### src/rtl/calcu16_pkg.sv
// rtl/calcu16_pkg.sv - shared constants and loader state encoding for calcu16
package calcu16_pkg;

    localparam int INSTR_W = 26;
    localparam int ADDR_W  = 16;

    localparam logic [7:0] LOADER_HDR = 8'hA5;

    typedef enum logic [2:0] {
        ST_WAIT_HDR,
        ST_CNT_HI,
        ST_CNT_LO,
        ST_WORD,
        ST_CHKSUM,
        ST_RUN
    } loader_state_t;

endpackage

### src/rtl/uart_rx_byte.sv
// rtl/uart_rx_byte.sv - 8N1 UART byte receiver with start-glitch rejection and stop check
module uart_rx_byte #(
    parameter int CLK_DIV = 104
) (
    input  logic       clk,
    input  logic       rst_n,
    input  logic       rx,
    output logic [7:0] rx_byte,
    output logic       byte_valid,
    output logic       frame_err
);

    localparam int CW = $clog2(CLK_DIV) + 1;

    typedef enum logic [1:0] {R_IDLE, R_START, R_DATA, R_STOP} rx_state_t;

    rx_state_t     state;
    logic          rx_meta;
    logic          rx_s;
    logic          rx_prev;
    logic [CW-1:0] cnt;
    logic [2:0]    bit_idx;
    logic [7:0]    shreg;

    assign rx_byte = shreg;

    always_ff @(posedge clk or negedge rst_n) begin
        if (!rst_n) begin
            rx_meta    <= 1'b1;
            rx_s       <= 1'b1;
            rx_prev    <= 1'b1;
            state      <= R_IDLE;
            cnt        <= '0;
            bit_idx    <= '0;
            shreg      <= '0;
            byte_valid <= 1'b0;
            frame_err  <= 1'b0;
        end else begin
            rx_meta    <= rx;
            rx_s       <= rx_meta;
            rx_prev    <= rx_s;
            byte_valid <= 1'b0;
            frame_err  <= 1'b0;
            case (state)
                R_IDLE: begin
                    if (rx_prev && !rx_s) begin
                        cnt   <= '0;
                        state <= R_START;
                    end
                end
                R_START: begin
                    // a start bit that has gone high again by mid-bit is line noise
                    if (cnt == CW'(CLK_DIV / 2 - 1)) begin
                        cnt     <= '0;
                        bit_idx <= '0;
                        state   <= rx_s ? R_IDLE : R_DATA;
                    end else begin
                        cnt <= cnt + 1'b1;
                    end
                end
                R_DATA: begin
                    if (cnt == CW'(CLK_DIV - 1)) begin
                        cnt     <= '0;
                        shreg   <= {rx_s, shreg[7:1]};
                        bit_idx <= bit_idx + 1'b1;
                        if (bit_idx == 3'd7)
                            state <= R_STOP;
                    end else begin
                        cnt <= cnt + 1'b1;
                    end
                end
                R_STOP: begin
                    // returning to idle at mid-stop lets a back-to-back start edge be seen
                    if (cnt == CW'(CLK_DIV - 1)) begin
                        cnt        <= '0;
                        byte_valid <= rx_s;
                        frame_err  <= !rx_s;
                        state      <= R_IDLE;
                    end else begin
                        cnt <= cnt + 1'b1;
                    end
                end
                default: state <= R_IDLE;
            endcase
        end
    end

endmodule

### src/rtl/calcu16_loader.sv
// rtl/calcu16_loader.sv - framed UART program loader writing calcu16 instruction memory
module calcu16_loader
    import calcu16_pkg::*;
#(
    parameter int CLK_DIV = 104,
    parameter int INSTR_W = calcu16_pkg::INSTR_W,
    parameter int ADDR_W  = calcu16_pkg::ADDR_W
) (
    input  logic               clk,
    input  logic               rst_n,
    input  logic               rx,
    output logic               mem_we,
    output logic [ADDR_W-1:0]  mem_addr,
    output logic [0:INSTR_W-1] mem_wdata,
    output logic               core_run,
    output logic               load_err,
    output logic [ADDR_W-1:0]  words_loaded
);

    logic [7:0]    rx_byte;
    logic          rx_valid;
    logic          rx_frame_err;

    loader_state_t state;
    logic [7:0]    count_hi;
    logic [15:0]   n_words;
    logic [1:0]    byte_idx;
    logic [23:0]   word_sh;
    logic [7:0]    csum;
    logic [31:0]   word_full;
    logic [ADDR_W-1:0] words_next;

    assign word_full  = {word_sh, rx_byte};
    assign words_next = words_loaded + 1'b1;

    uart_rx_byte #(.CLK_DIV(CLK_DIV)) u_rx (
        .clk        (clk),
        .rst_n      (rst_n),
        .rx         (rx),
        .rx_byte    (rx_byte),
        .byte_valid (rx_valid),
        .frame_err  (rx_frame_err)
    );

    always_ff @(posedge clk or negedge rst_n) begin
        if (!rst_n) begin
            state        <= ST_WAIT_HDR;
            mem_we       <= 1'b0;
            mem_addr     <= '0;
            mem_wdata    <= '0;
            core_run     <= 1'b0;
            load_err     <= 1'b0;
            words_loaded <= '0;
            count_hi     <= '0;
            n_words      <= '0;
            byte_idx     <= '0;
            word_sh      <= '0;
            csum         <= '0;
        end else begin
            mem_we <= 1'b0;
            // address advances the cycle after the strobe so it is stable during the write
            if (mem_we)
                mem_addr <= mem_addr + 1'b1;

            if (state != ST_RUN && rx_frame_err) begin
                load_err <= 1'b1;
                state    <= ST_WAIT_HDR;
            end else if (rx_valid) begin
                case (state)
                    ST_WAIT_HDR: begin
                        if (rx_byte == LOADER_HDR) begin
                            load_err     <= 1'b0;
                            words_loaded <= '0;
                            mem_addr     <= '0;
                            csum         <= '0;
                            byte_idx     <= '0;
                            state        <= ST_CNT_HI;
                        end
                    end
                    ST_CNT_HI: begin
                        count_hi <= rx_byte;
                        csum     <= csum ^ rx_byte;
                        state    <= ST_CNT_LO;
                    end
                    ST_CNT_LO: begin
                        n_words <= {count_hi, rx_byte};
                        csum    <= csum ^ rx_byte;
                        state   <= ({count_hi, rx_byte} == 16'd0) ? ST_CHKSUM : ST_WORD;
                    end
                    ST_WORD: begin
                        csum     <= csum ^ rx_byte;
                        byte_idx <= byte_idx + 1'b1;
                        word_sh  <= word_full[23:0];
                        if (byte_idx == 2'd3) begin
                            mem_we       <= 1'b1;
                            mem_wdata    <= word_full[INSTR_W-1:0];
                            words_loaded <= words_next;
                            if (words_next == ADDR_W'(n_words))
                                state <= ST_CHKSUM;
                        end
                    end
                    ST_CHKSUM: begin
                        if (rx_byte == csum) begin
                            core_run <= 1'b1;
                            state    <= ST_RUN;
                        end else begin
                            load_err <= 1'b1;
                            state    <= ST_WAIT_HDR;
                        end
                    end
                    default: ;
                endcase
            end
        end
    end

endmodule

### config.mk
export PLATFORM = sky130hd
export DESIGN_NAME = calcu16_loader
export DESIGN_NICKNAME = d
export VERILOG_FILES = /design/src/rtl/calcu16_pkg.sv /design/src/rtl/uart_rx_byte.sv /design/src/rtl/calcu16_loader.sv
export SDC_FILE = /design/constraint.sdc
export NUM_CORES = 1
export LEC_CHECK = 0
export BUFFER_PORTS_ARGS = -buffer_cell sky130_fd_sc_hd__clkbuf_2
export CAP_MARGIN = 25
export CELL_PAD_IN_SITES_DETAIL_PLACEMENT = 0
export CELL_PAD_IN_SITES_GLOBAL_PLACEMENT = 2
export CORE_UTILIZATION = 41
export CTS_CLUSTER_SIZE = 20
export DETAILED_ROUTE_END_ITERATION = 12
export GPL_TIMING_DRIVEN = 0
export MAX_ROUTING_LAYER = met4
export PLACE_DENSITY = 0.91
export SLEW_MARGIN = 20
export SYNTH_ARGS = -nofsm -noshare
export SYNTH_HDL_FRONTEND = slang
export SYNTH_SLANG_ARGS = --single-unit
export TNS_END_PERCENT = 100
### constraint.sdc
create_clock -name clk -period 7.01 [get_ports clk]
set_input_delay 1.402 -clock clk [delete_from_list [all_inputs] [get_ports clk]]
set_output_delay 1.402 -clock clk [all_outputs]
set_load 0.005 [all_outputs]
==> results of run 1 <==
cells by family after synthesis:
kind of cell / count (synthesis) / synth area share, %
adder cells (fa/ha/maj): 11 / 2.01
flip-flops: 142 / 52.9
XOR/XNOR: 42 / 5.47
buffers and inverters: 49 / 2.81
multiplexers: 38 / 6.34
AO/OA/AOI/OAI: 134 / 11.9
AND/OR/NAND/NOR: 278 / 18.6
power by group through the flow:
stage / sequential [mW] / combinational [mW] / clock [mW]
after floorplan: 0.863 / 0.0999 / 0
after global placement: 0.865 / 0.139 / 0
after detailed placement: 0.866 / 0.147 / 0
after CTS: 0.851 / 0.148 / 0.902
after global routing: 0.854 / 0.170 / 0.934
final: 0.853 / 0.143 / 0.881
through the flow:
stage | area [um2] | worst slack [ns] | utilization [%] | hold slack (ns) | std cells
2_1_floorplan | 6730 | 4.19 | - | 0.345 | 694
3_3_place_gp | 7310 | 2.22 | 45.9 | 0.349 | 973
3_5_place_dp | 7350 | 3.79 | 46.1 | 0.351 | 974
4_1_cts | 7920 | 3.78 | 49.7 | 0.360 | 1005
5_1_grt | 7920 | 3.60 | 49.7 | 0.367 | 1005
6_report | 7920 | 3.81 | 49.7 | 0.363 | 1005
cell type report:
cell class                 instances  area, um2  area share (%)
multi-input combinational        503       2980            37.6
sequential                       142       3560            44.9
inverter                          19       71.3           0.900
buffer                            30        118            1.48
clock inverter                    10        115            1.45
clock buffer                      21        460            5.81
timing repair buffer              64        352            4.44
tap                              216        270            3.41
path summary, 6_finish.rpt:
check	startpoint	to	slack, ns	cells after the start
max in group asynchronous	rst_n	u_rx.rx_s	5.24	2
min	u_rx.rx_meta	u_rx.rx_s	0.36	0
max	words_loaded[0]	state[2]	3.81	8
min in group asynchronous	rst_n	words_loaded[0]	0.96	1
min reg2reg	u_rx.rx_meta	u_rx.rx_s	0.36	0
max reg2reg	words_loaded[0]	state[2]	3.81	8
Yosys cell counts, drive strengths merged (2+ instances only):
master	count
o21a	3
and3	10
nand3	20
nor2b	7
nor4	5
o21ai	77
dfrtp	139
nand4b	2
xnor2	23
dfstp	3
o211ai	4
nand4	10
a21oi	18
ha	10
nor3	18
and2	3
inv	18
o41ai	7
xor2	19
o31ai	7
a211oi	2
clkbuf	25
buf	5
a31oi	5
or2	2
nor2	52
nand2	134
or3	2
mux2	37
o32a	2
nand2b	5
or4	3
registers in the layout (all words and copies together) (netlist names), 2 cells and up, named ones only:
signal        flops
state             3
mem_addr         16
u_rx.cnt          8
word_sh          18
words_loaded     16
u_rx.rx_byte      8
byte_idx          2
mem_wdata        26
count_hi          8
u_rx.bit_idx      3
n_words          16
csum              8
metal layers:
metal  part of all wire [%]  up-vias  global-route usage (%)
li1                       -     2574                       -
met1                     48     2635                    27.9
met2                     47      108                    31.7
met3                    3.2       23                    3.94
met4                    1.4        0                    7.59
met5                      0        -                       -
worst max-delay path, stage by stage (launching register included):
cell and delay, ns:
dfrtp_1 0.50, ha_1 0.19, buf_2 0.17, nand3_1 0.28, a311o_1 0.43, or4_1 0.53, a2111o_1 0.47, o21ai_2 0.18
mux2_1 0.34
==> results.json, run 1 <==
{
  "layout_common_cells": "139 x dfrtp_1, 134 x nand2_1, 68 x o21ai_0, 62 x clkbuf_2, 52 x nor2_1",
  "startpoint_type": "register",
  "p_comb_share_pct": 7.6,
  "synth-async-reset-ratio_pct": 100,
  "ys_ff_latch": 142,
  "rows": 46,
  "routabilityCongestion": 0.878,
  "ys.flop_type": "dfrtp_1",
  "insertion_delay_ns": 0.42,
  "antenna_found_initial": 0,
  "maxSlewViolCount": 0,
  "cts_root_buf": "clkbuf_16",
  "power_mw": 1.88,
  "grt_pass1_wl_um": 26100,
  "hp-class": "reg -> reg",
  "nets": 790,
  "yosys_warnings": 0,
  "crit_required_ns": 7.32,
  "final_common_cell": "dfrtp_1",
  "grt.total_usage_pct": 20.9,
  "io_buffers": 63,
  "max_slew_margin_pct": 44.3,
  "tns_ns": 0,
  "switchingPower_uw": 451,
  "ant_nets": 0,
  "ios": 64,
  "max_cap_viol_count": 0,
  "p_int_mw": 1.43,
  "clock-sinks": 142,
  "rsz0062_at_grt": "false",
  "fin_skew_ns": 0.00745,
  "synthTopCellsByArea": "dfrtp_1 52%, nand2_1 7.5%, mux2_2 6.0%, o21ai_0 5.1%, xnor2_1 3.0%",
  "setup_viol": 0,
  "path_max_fanout": 9,
  "period_needed_ns": 3.20,
  "wire_per_inst_um": 15.9,
  "drc": 0,
  "crit_arrival_ns": 3.51,
  "clock_power_share_pct": 46.9,
  "clkTransAtPathRegs_ns": 0.06,
  "p_leak_nw": 3.73,
  "peakVddDrop_mv": 0.209,
  "drive_gt1_share_pct": 17.9,
  "diodes": 0,
  "cts_tree": "done",
  "ys_types": 54,
  "cts_buffer_depth": 2,
  "synth_cells": 694,
  "grt_pass1_vias": 5062,
  "die_x_um": 130,
  "power_frac_seq_pct": 45.4,
  "htree_levels": 4,
  "drt-total-wl_um": 15900,
  "postCtsSetupRepairBufs": 0,
  "area_delta_synth_final_pct": 17.8,
  "drtPass1Iterations": 5,
  "grt_max_degree": 86,
  "start_util_pct": 42.2,
  "fmax_mhz": 312,
  "synth_area_mm2": 0.00673,
  "power_density_mw_per_mm2": 237,
  "synth_edf_count": 0,
  "viasPerCell": 5.31,
  "drt-initial-drc-count": 323,
  "worstMarginPinSlew_ns": 0.828,
  "cts_hold_buf": 0,
  "hpwl_um": 11300,
  "post_cts_resized": 0,
  "syn-num-nets": 707,
  "critPathCaptureType": "register",
  "avgSynthCellArea_um2": 9.69,
  "overflow": 0,
  "die_y_um": 130,
  "fill_cells": 1538,
  "criticalPathCategory": "reg -> reg",
  "timing.final.crit_share_pct": 45.7,
  "vias": 5340,
  "core_mm2": 0.0159,
  "synth_top_cell_area_share_pct": 51.7,
  "yosysSeqAreaShare_pct": 52.9,
  "dieArea_mm2": 0.0169,
  "finalHoldViolCount": 0,
  "synth_top_area_cell": "dfrtp_1",
  "switching_share_pct": 24.1,
  "numCtsBuffers": 17,
  "outcome": "finished clean"
}
Note: power is estimated with default switching activity, not from simulation.
==> inputs of run 2 (changes only) <==
ABC_AREA = 1   (was not set)
CORE_UTILIZATION = 36   (was 41)
PLACE_DENSITY = 0.85   (was 0.91)
clock period = 3.35 ns   (was 7.01 ns; I/O delays follow)
==> results.json, run 2 <==
{
  "ys_types": 43,
  "layout_common_cells": "207 x nand2_1, 139 x dfrtp_1, 101 x inv_1, 74 x o21ai_0, 62 x clkbuf_2",
  "fin_hold_ws_ns": 0.238,
  "fin_skew_ns": 0.0120,
  "die_x_um": 139,
  "antenna_found_initial": 0,
  "avgSynthCellArea_um2": 8.44,
  "hp-class": "in -> async",
  "period_needed_ns": 2.44,
  "rsz0062_at_grt": "false",
  "violations": "DRC",
  "maxSlewViolCount": 0,
  "crit_arrival_ns": 2.75,
  "ant_nets": 0,
  "peakVddDrop_mv": 0.353,
  "fmax_mhz": 409,
  "io_buffers": 63,
  "timing.final.crit_share_pct": 72.9,
  "viasPerCell": 4.73,
  "core_mm2": 0.0181,
  "yosys_warnings": 0,
  "top_register": "mem_wdata",
  "wire_per_inst_um": 14.6,
  "drtPass1Iterations": 8,
  "start_util_pct": 37.1,
  "power_mw": 4.03,
  "finalHoldViolCount": 0,
  "hpwl_um": 11800,
  "grt_pass1_vias": 5050,
  "criticalPathCategory": "reg -> reg",
  "drt-total-wl_um": 16400,
  "rows": 49,
  "ys.flop_type": "dfrtp_1",
  "ios": 64,
  "synth_top_area_cell": "dfrtp_1",
  "syn-num-nets": 810,
  "diodes": 0,
  "p_leak_nw": 3.78,
  "fill_cells": 1811,
  "dieArea_mm2": 0.0192,
  "synth_top_cell_area_share_pct": 51.7,
  "path_max_fanout": 8,
  "outcome": "finished with violations",
  "synth_common_cells": "207 x nand2_1, 139 x dfrtp_1, 101 x inv_1",
  "clkTransAtPathRegs_ns": 0.06,
  "grt_pass1_wl_um": 27200,
  "synth_cells": 797,
  "cts_tree": "done",
  "nets": 893,
  "final_common_cell": "nand2_1",
  "synth_area_mm2": 0.00673,
  "overflow": 0,
  "cts_root_buf": "clkbuf_16",
  "register_area_mm2": 0.00356,
  "startpoint_type": "register",
  "postCtsSetupRepairBufs": 0,
  "area_delta_synth_final_pct": 18.8,
  "cts_hold_buf": 0,
  "crit_required_ns": 3.65,
  "yosysSeqAreaShare_pct": 52.9,
  "max_cap_viol_count": 0,
  "cts_buffer_depth": 2,
  "power_density_mw_per_mm2": 504,
  "drt-initial-drc-count": 345,
  "setup_viol": 0,
  "grt.total_usage_pct": 18.6,
  "routabilityCongestion": 0.794,
  "worstMarginPinSlew_ns": 0.878,
  "numCtsBuffers": 17,
  "max_slew_margin_pct": 41.0,
  "clock-sinks": 142,
  "synth_edf_count": 0,
  "ys_ff_latch": 142,
  "largest_reg_flops": 26,
  "die_y_um": 139,
  "insertion_delay_ns": 0.42,
  "synth-async-reset-ratio_pct": 100,
  "top_regs": "mem_wdata x26, word_sh x18",
  "drc": 15,
  "drive_gt1_share_pct": 15.1,
  "synthTopCellsByArea": "dfrtp_1 52%, nand2_1 12%, inv_1 5.6%, o21ai_0 5.5%, nand3_1 3.2%",
  "post_cts_resized": 0,
  "htree_levels": 4,
  "multi_input_comb_area_mm2": 0.00267,
  "critPathCaptureType": "register",
  "vias": 5310,
  "synth.most_common_cell": "nand2_1",
  "grt_max_degree": 77
}
[run 2: cell types whose count changed in the layout (fill, tap and decap cells not counted), sizes merged, moves of 10 or more]
cell    change
nor2       +12
inv        +92
o21ai      +20
o22ai      +16
mux2       -37
xnor2      -13
and3       -10
nand2      +77
clkbuf     -18
nand3      +24
[run 2: path summary, 6_finish.rpt]
check,start,endpoint,slack [ns],cells after the start
max in group asynchronous,rst_n,mem_wdata[23],2.34,2
setup / recovery,words_loaded[0],state[0],0.91,14
hold / removal,rst_n,words_loaded[9],0.24,1
min in group clk,rx,u_rx.rx_meta,0.33,1
setup reg to reg,words_loaded[0],state[0],0.91,14
hold reg to reg,u_rx.rx_meta,u_rx.rx_s,0.36,0
[run 2: cell type report]
type | count | share of cell area (%)
multi-input cells | 531 | 33.3
clock buffers | 21 | 5.89
plain buffers | 17 | 1.28
inverters | 107 | 5.06
flip-flops and latches | 142 | 44.5
repair buffers | 64 | 4.40
clock inverters | 11 | 1.93
well taps | 229 | 3.59
[run 2: power breakdown]
group	internal, mW	switching [mW]	total (mW)
clock network	1.24	0.757	2.00
logic	0.0719	0.185	0.257
registers	1.75	0.0261	1.77
total	3.06	0.968	4.03
[run 2: per-layer routing]
layer,GRT usage (%),vias up,part of all wire [%]
met5,-,-,0
met4,4.85,0,0.73
met3,4.39,8,3.3
met2,28.0,85,45
met1,25.2,2462,51
li1,-,2755,-
[run 2: worst max-delay path, cell delays in order (launching register included)]
cell     delay, ns
dfrtp_1       0.56
ha_1          0.27
nand2_1       0.10
nor2_2        0.30
nand4_1       0.19
nand2_1       0.13
nand2_1       0.05
nand2_1       0.06
nand3_1       0.07
nor2_1        0.16
nand2_1       0.13
nand2_2       0.12
nand2_2       0.07
nand2_1       0.08
nand2_1       0.05
[run 2: logic make-up after synthesis]
logic type               Yosys count  share of synthesized area [%]
XOR/XNOR                          21                           2.96
AO/OA/AOI/OAI                    139                           11.0
AND/OR/NAND/NOR                  361                           23.8
adder cells (fa/ha/maj)           10                           1.86
buffers and inverters            124                           7.53
flip-flops                       142                           52.9
[run 2: through the flow]
step	util [%]	area [um2]	setup TNS [ns]	setup slack [ns]	cells
CTS	44.0	7990	0	0.916	1122
global route	44.0	7990	0	0.656	1122
finish	44.0	7990	0	0.906	1122
detailed placement	40.6	7370	0	0.937	1090
floorplan	-	6730	0	1.46	797
global placement	40.4	7330	-127.70	-0.928	1089
